===== config.mk =====
export PLATFORM = sky130hd
export DESIGN_NAME = conv_15_acc_requant
export DESIGN_NICKNAME = d
export VERILOG_FILES = /design/src/rtl/conv_15_acc_pkg.sv /design/src/rtl/conv_15_requant_sat.sv /design/src/rtl/conv_15_acc_requant.sv
export SDC_FILE = /design/constraint.sdc
export NUM_CORES = 1
export LEC_CHECK = 0
export ABC_AREA = 1
export CAP_MARGIN = 20
export CELL_PAD_IN_SITES_DETAIL_PLACEMENT = 0
export CELL_PAD_IN_SITES_GLOBAL_PLACEMENT = 2
export CORE_ASPECT_RATIO = 0.6
export CORE_MARGIN = 1.5
export CORE_UTILIZATION = 35
export CTS_CLUSTER_DIAMETER = 40
export DETAILED_ROUTE_END_ITERATION = 12
export DONT_BUFFER_PORTS = 1
export PLACE_DENSITY = 0.93
export SLEW_MARGIN = 25
export SYNTH_ARGS = -nofsm -noshare
export SYNTH_HDL_FRONTEND = slang
export SYNTH_SLANG_ARGS = --single-unit

===== constraint.sdc =====
create_clock -name ap_clk -period 4.5 [get_ports ap_clk]
set_input_delay 0.45 -clock ap_clk [delete_from_list [all_inputs] [get_ports ap_clk]]
set_output_delay 0.45 -clock ap_clk [all_outputs]
set_load 0.03 [all_outputs]

===== src/rtl/conv_15_acc_pkg.sv =====
// Shared types and width helpers for the conv_15 accumulate/requantise block.
package conv_15_acc_pkg;

  localparam int N_TAPS_DEF = 9;
  localparam int PROD_W_DEF = 24;
  localparam int ACC_W_DEF  = 32;
  localparam int SHIFT_DEF  = 8;
  localparam int OUT_W_DEF  = 16;

  // Rounded sum is carried one bit wider than the accumulator so it never wraps.
  localparam int RND_W   = ACC_W_DEF + 1;
  localparam int OUT_MAX = 2 ** (OUT_W_DEF - 1) - 1;
  localparam int OUT_MIN = -(2 ** (OUT_W_DEF - 1));

  typedef enum logic [1:0] {
    ACC = 2'd0,
    RQ  = 2'd1,
    OUT = 2'd2
  } state_t;

  function automatic int cnt_width(input int n_taps);
    return $clog2(n_taps) + 1;
  endfunction

  function automatic int rnd_width(input int acc_w);
    return acc_w + 1;
  endfunction

endpackage


===== src/rtl/conv_15_requant_sat.sv =====
// Combinational requantiser: round-half-up, arithmetic shift, optional ReLU, saturate.
module conv_15_requant_sat #(
  parameter int ACC_W = 32,
  parameter int SHIFT = 8,
  parameter int OUT_W = 16
) (
  input  logic signed [ACC_W-1:0] acc_in,
  input  logic                    relu_en,
  output logic signed [OUT_W-1:0] q_out
);

  localparam int                RSH     = (SHIFT == 0) ? 0 : SHIFT - 1;
  localparam logic [ACC_W:0]    RND_U   = (ACC_W + 1)'(1) << RSH;
  localparam logic signed [ACC_W:0] RND = (SHIFT == 0) ? '0 : $signed(RND_U);
  localparam logic signed [ACC_W:0] SAT_MAX =
    {{(ACC_W - OUT_W + 2){1'b0}}, {(OUT_W - 1){1'b1}}};
  localparam logic signed [ACC_W:0] SAT_MIN =
    {{(ACC_W - OUT_W + 2){1'b1}}, {(OUT_W - 1){1'b0}}};

  function automatic logic signed [ACC_W:0] f_round_shift(input logic signed [ACC_W-1:0] a);
    logic signed [ACC_W:0] r;
    r = $signed({a[ACC_W-1], a}) + RND;
    return r >>> SHIFT;
  endfunction

  function automatic logic signed [OUT_W-1:0] f_sat(input logic signed [ACC_W:0] s,
                                                    input logic relu);
    if (relu && (s < 0))    return '0;
    else if (s > SAT_MAX)   return SAT_MAX[OUT_W-1:0];
    else if (s < SAT_MIN)   return SAT_MIN[OUT_W-1:0];
    else                    return s[OUT_W-1:0];
  endfunction

  logic signed [ACC_W:0] w_shifted;

  assign w_shifted = f_round_shift(acc_in);
  assign q_out     = f_sat(w_shifted, relu_en);

endmodule


===== src/rtl/conv_15_acc_requant.sv =====
// Accumulates N_TAPS products per pixel on top of a bias, then requantises to OUT_W bits.
module conv_15_acc_requant
  import conv_15_acc_pkg::*;
#(
  parameter int N_TAPS = N_TAPS_DEF,
  parameter int PROD_W = PROD_W_DEF,
  parameter int ACC_W  = ACC_W_DEF,
  parameter int SHIFT  = SHIFT_DEF,
  parameter int OUT_W  = OUT_W_DEF
) (
  input  logic                    ap_clk,
  input  logic                    ap_rst,
  input  logic signed [PROD_W-1:0] prod_din,
  input  logic                    prod_valid,
  output logic                    prod_ready,
  input  logic signed [ACC_W-1:0] bias,
  input  logic                    relu_en,
  output logic signed [OUT_W-1:0] out_dout,
  output logic                    out_valid,
  input  logic                    out_ready,
  output logic                    busy
);

  localparam int               CNT_W = cnt_width(N_TAPS);
  localparam logic [CNT_W-1:0] LAST  = CNT_W'(N_TAPS - 1);

  state_t                  r_state;
  state_t                  w_next;
  logic [CNT_W-1:0]        r_cnt;
  logic signed [ACC_W-1:0] r_acc;
  logic                    r_relu;
  logic signed [OUT_W-1:0] r_dout;
  logic                    r_valid;

  logic                    w_prod_hs;
  logic                    w_out_hs;
  logic                    w_last;
  logic signed [ACC_W-1:0] w_prod_ext;
  logic signed [OUT_W-1:0] w_q;

  assign w_prod_hs  = prod_valid & prod_ready;
  assign w_out_hs   = r_valid & out_ready;
  assign w_last     = (r_cnt == LAST);
  assign w_prod_ext = {{(ACC_W - PROD_W){prod_din[PROD_W-1]}}, prod_din};

  always_ff @(posedge ap_clk or posedge ap_rst) begin
    if (ap_rst) r_state <= ACC;
    else        r_state <= w_next;
  end

  always_comb begin
    w_next = r_state;
    case (r_state)
      ACC:     if (w_prod_hs && w_last) w_next = RQ;
      RQ:      w_next = OUT;
      OUT:     if (w_out_hs) w_next = ACC;
      default: w_next = ACC;
    endcase
  end

  always_comb begin
    prod_ready = (r_state == ACC);
    busy       = (r_cnt != '0) | (r_state != ACC);
  end

  // Accumulate stage: bias and ReLU mode are captured only with the first tap.
  always_ff @(posedge ap_clk or posedge ap_rst) begin
    if (ap_rst) begin
      r_cnt  <= '0;
      r_acc  <= '0;
      r_relu <= 1'b0;
    end else if (w_prod_hs) begin
      if (r_cnt == '0) begin
        r_acc  <= bias + w_prod_ext;
        r_relu <= relu_en;
      end else begin
        r_acc  <= r_acc + w_prod_ext;
      end
      r_cnt <= w_last ? '0 : r_cnt + CNT_W'(1);
    end
  end

  conv_15_requant_sat #(
    .ACC_W (ACC_W),
    .SHIFT (SHIFT),
    .OUT_W (OUT_W)
  ) u_rq (
    .acc_in  (r_acc),
    .relu_en (r_relu),
    .q_out   (w_q)
  );

  // Output stage: result is held until the writeback side takes it.
  always_ff @(posedge ap_clk or posedge ap_rst) begin
    if (ap_rst) begin
      r_dout  <= '0;
      r_valid <= 1'b0;
    end else if (r_state == RQ) begin
      r_dout  <= w_q;
      r_valid <= 1'b1;
    end else if (w_out_hs) begin
      r_valid <= 1'b0;
    end
  end

  assign out_dout  = r_dout;
  assign out_valid = r_valid;

endmodule

==> reports/results.ini, run 1 <==
[grt]
grt_remaining_overflow = 0
antenna_found_initial = 1
grt.met1_usage_pct = 33.53
grt_pass1_wl_um = 26570
grt_usage_pct = 21.71
grtUsageMet3_pct = 6.944
grt-busiest-layer = met1
grt_util_met2_pct = 29.26
grt_pass1_vias = 4880
grt_max_degree = 58

[yosys]
synth_most_common_cell = nand2_1
syn_nets = 947
synth_edf_count = 0
yosysWarnings = 0
synth_common_cells = nand2_1, nor2_1, inv_1, o21ai_0, dfrtp_1
ys.flop_type = dfrtp_1
synthArstFlopShare_pct = 100.0
yosysTopAreaCellShare_pct = 26.51
yosys.area.top_type = dfrtp_1
synth.area.top_cells = dfrtp_1, nand2_1, ha_1
synth_seq_cells = 57
avgSynthCellArea_um2 = 6.322
synth-seq-area-share_pct = 26.51
postSynthCellCount = 851
ys_types = 42
syn-cell-area_um2 = 5380

[die]
fp.dieArea_um2 = 16150
start_util_pct = 36.45
core_um2 = 14760
rows = 34
die_w_um = 163.1
ioPinCount = 80
die_h_um = 99.04

[clock_network]
cts_resized = 0
clock_sinks = 57
cts_tree = yes
clk_pin_slew_worst_paths_ns = 0.06
cts_setup_buffers = 0
ctsHoldBuffers = 0
root_buffer = clkbuf_16
numCtsBuffers = 9
clockBufferDepth = 2
insertion_delay_ns = 0.34
htreeDepth = 3

[sta]
maxSlewViolCount = 0
skew_ns = 0.007931
worst_slew_margin_rel_pct = 47.08
setup_tns_ns = 0
worst_pin_slew_ns = 0.7939
clock.fmax_mhz = 274.8
hold_viol = 0
min_period_over_period_pct = 80.87
period_minus_slack_ns = 3.639
rsz0062_at_grt = no
setup_violations = 0

[run]
drv_cap = 0

[place]
dp_hpwl_um = 13890
gp_congestion = 0.9486
port_buffers = 0

[hold_path]
hold_class = input pin to asynchronous set/reset pin

[critical_path]
crit_required_ns = 4.72
worstPathArrival_ns = 3.86
critPathCaptureType = register
r2r_setup_slack_ns = 0.86
crit_type = register to register
startpoint_type = register
cp_max_fo = 42

[layout]
antenna_cells = 0
nets = 946
syn2layout_area_growth_pct = 10.40
drive_gt1_share_pct = 7.602

[outcome]
status = completed

[detailed_routing]
first_pass_iters = 7
vias_per_cell = 4.985
wl_per_cell_um = 16.18
num_vias = 5249
drc = 0
wl_um = 17040
drt_iter0_markers = 531
detail-route-antenna-nets = 0

[power_and_ir_drop]
max-vdd-ir-drop_mv = 0.2640
power_mw = 4.495
p_per_area_nw_per_um2 = 756.9
p_leak_nw = 2.944

## per-layer routing
layer / routed length [um] / vias to the layer above
li1: - / 2733
met3: 1397 / 9
met1: 9296 / 2346
met5: 13 / -
met2: 6251 / 159
met4: 82 / 2
## cells by family after synthesis
kind of cell             count (synthesis)  share of synthesized area (%)
XOR/XNOR                                30                          4.884
adder cells (fa/ha/maj)                 35                          8.279
AND/OR/NAND/NOR                        499                          39.84
buffers and inverters                  102                          7.535
AO/OA/AOI/OAI                          128                          12.95
flip-flops                              57                          26.51
## path summary, 6_finish.rpt
| check | from | endpoint | cells past startpoint |
|---|---|---|---|
| worst max-delay path | r_cnt[0] | r_acc[28] | 20 |
| worst min-delay path | ap_rst | r_acc[31] | 2 |
| worst max register to register | r_cnt[0] | r_acc[28] | 20 |
| worst min register to register | r_relu | out_dout[15] | 1 |
| max in group asynchronous | ap_rst | out_dout[8] | 2 |
| min in group ap_clk | out_ready | out_valid | 1 |
## layout make-up
type                    count  area (um^2)
clock inverters             7        127.6
multi-input cells         692         3556
inverters                  85        319.1
well taps                 198        247.7
fillers                  1610         8822
clock buffers               9        225.2
flip-flops and latches     57         1426
repair buffers              5        37.54
## metrics by stage
step	cell area, um^2	setup slack, ns	std cells	hold WS, ns	util, %
floorplan	5380	1.292	851	0.4301	-
global placement	5587	0.9750	1037	0.4439	37.85
detailed placement	5587	0.8778	1037	0.4574	37.85
CTS	5939	0.8705	1053	0.2152	40.24
global route	5939	0.3822	1053	0.2322	40.24
finish	5939	0.8609	1053	0.1998	40.24
## critical path, cell delays in order (launching register included)
cell and delay [ns]:
dfrtp_1 0.40, inv_1 0.08, ha_1 0.14, nand3_1 0.13
nor2_4 0.11, buf_4 0.38, nand2_1 0.10, nand2_1 0.08
ha_1 0.13, inv_1 0.05, fa_1 0.39, inv_1 0.07
nand2_1 0.04, o21ai_0 0.33, a21oi_1 0.23, o21ai_0 0.43
nand3_1 0.17, nand2_1 0.09, nand2_1 0.05, nand3_1 0.06
o21ai_0 0.07
## report_power, final
part           internal (mW)  switching [mW]  total (mW)
sequential             0.747           0.396        1.14
combinational          0.874            1.65        2.52
clock                  0.548           0.284       0.832
total                   2.17            2.33        4.50
## state kept, by name, summed over array words and instances, names as in the netlist
name,flops
r_state,2
out_valid,1
out_dout,16
r_cnt,5
r_acc,32
r_relu,1
## cells in the final DEF, fill, tap and decap left out, types with 4 or more instances in the layout
cell         n
o21ai_1      6
a21boi_0     4
nor3_1       8
nor2_1      84
xor2_1      22
nand2_4      4
or2_2        8
inv_1       81
nor2_2       5
nand3_2      5
nand2_2     14
o21ai_0     58
xnor2_1      8
clkbuf_16    9
dfrtp_1     57
nand2_1    312
ha_1        34
a31oi_1      8
nand3_1     41
nand4_1      7
buf_4        5
a21oi_1     38
o21bai_1     6
No activity file was read; power rests on OpenSTA's default activity.
==> run 2: changes to the inputs <==
- clock period: 4.5 -> 3.6 ns (I/O delays scaled with it)
==> reports/results.ini, run 2 (synthesis gave the netlist of run 1 again) <==
[outcome]
status = complete, but fails checks
violations = hold timing

[layout]
drive_gt1_share_pct = 8.575
antenna_cells = 0
fillCellCount = 1627
syn2layout_area_growth_pct = 10.30
layout_common_cells = nand2_1, nor2_1, inv_1, dfrtp_1, o21ai_0
top_register = r_acc
largest_register_ffs = 32
finalNonFillerCells = 1061
nets = 954
final_common_cell = nand2_1
utilization_pct = 40.20

[detailed_routing]
wl_um = 17100
drt_iter0_markers = 437
top_layer_used = met5
first_pass_iters = 5
met3_length_um = 1618
num_vias = 5463
drc = 0
detail-route-antenna-nets = 0
wl_per_cell_um = 16.12
route.met2.wl_um = 6572
wl_met1_um = 8795
vias_per_cell = 5.149

[run]
drv_cap = 0

[critical_path]
crit_slowest_cell = dfrtp_1
path_cells = inv_1 > ha_1 > nand3_1 > nor2_4 > inv_1 > buf_4 > nand2_1 > nand2_1 > ha_1 > a21oi_1 > a21boi_0 > buf_4 > o21ai_0 > nand2_1 > nand3_1 > or2_2 > nand3_1 > o21ai_0
cp_top_family = simple AND/OR/NAND/NOR gates
crit_type = register to register
worstPathArrival_ns = 3.51
crit_required_ns = 3.80
worst-path-buf-inv = 4
cp_max_fo = 17
max_stage_delay_ns = 0.40
critPathCaptureType = register
startpoint_type = register

[grt]
grt_pass1_vias = 5064
grt_usage_pct = 22.24
grt_pass1_wl_um = 27510
grt_remaining_overflow = 0
grt_max_degree = 42
antenna_found_initial = 1

[power_and_ir_drop]
power_mw = 5.431
max-vdd-ir-drop_mv = 0.3861
p_per_area_nw_per_um2 = 915.2
p_leak_nw = 2.942

[die]
die_w_um = 163.1
die_h_um = 99.04
rows = 34
core_um2 = 14760
fp.dieArea_um2 = 16150
ioPinCount = 80
start_util_pct = 36.45

[clock_network]
root_buffer = clkbuf_16
numCtsBuffers = 9
clk_pin_slew_worst_paths_ns = 0.06
insertion_delay_ns = 0.33
clock_sinks = 57
htreeDepth = 3
clockBufferDepth = 2
cts_setup_buffers = 0
cts_tree = yes

[sta]
worst_pin_slew_ns = 0.6882
rsz0062_at_grt = no
worst_slew_margin_rel_pct = 54.07
finalWorstSetupSlack_ns = 0.2990
min_period_over_period_pct = 91.69
skew_ns = 0.008184
period_minus_slack_ns = 3.301
hold_viol = 2
clock.fmax_mhz = 302.9
maxSlewViolCount = 0
hold_slack_ns = -0.001804
setup_violations = 0
setup_tns_ns = 0

[place]
gp_congestion = 0.9680
port_buffers = 0
dp_worst_setup_slack_ns = 0.2594
dp_hpwl_um = 14030
placed_cells = 1045

[hold_path]
hold_class = input pin to asynchronous set/reset pin

==> run 2: changes by cell type in the layout (fill, tap and decap cells not counted), sizes merged <==
cell | before | now
clkbuf | 9 | 10
clkinvlp | 0 | 3
buf | 5 | 13
bufinv | 3 | 0
clkinv | 4 | 3
==> run 2: per-stage QoR <==
stage | hold WS, ns | cell area (um^2)
3_3_place_gp | 0.3660 | 5647
6_report | -0.001804 | 5934
4_1_cts | 0.01848 | 5927
3_5_place_dp | 0.3666 | 5647
5_1_grt | 0.03539 | 5934
2_1_floorplan | 0.4301 | 5380
==> run 2: power by group <==
part	internal (mW)	total (mW)	switching, mW
clock network	0.484	0.808	0.325
logic	1.14	3.21	2.07
registers	0.935	1.41	0.478
total	2.56	5.43	2.87
==> run 2: worst paths after layout <==
check	from	end	slack, ns	cells past startpoint
worst min-delay path	ap_rst	r_acc[26]	-0.002	1
worst min register to register	r_relu	out_dout[15]	0.45	1
worst max register to register	r_cnt[0]	r_acc[24]	0.30	18
max in group asynchronous	ap_rst	r_acc[5]	2.74	2
min in group ap_clk	out_ready	out_valid	0.14	1
worst max-delay path	r_cnt[0]	r_acc[24]	0.30	18
==> run 2: layout make-up <==
class	count	area [um^2]	area share (%)
Multi-Input combinational cell	692	3560	59.98
Sequential cell	57	1426	24.04
Inverter	85	319.1	5.376
Tap cell	198	247.7	4.175
Clock buffer	10	239.0	4.027
Timing Repair Buffer	13	101.3	1.708
Clock inverter	6	41.29	0.6958
==> run 2: what timing repair did <==
item / in CTS / in global routing
endpoints found under the hold margin: 0 / 0
setup endpoints to repair: 0 / 6
hold buffers: 0 / 0
resized for setup: 0 / 4
==> run 2: metal layers <==
layer  vias up  global-route usage (%)
met5         -                       0
met1      2500                   33.77
li1       2748                       -
met4         2                   3.035
met3        12                   7.197
met2       201                   30.70
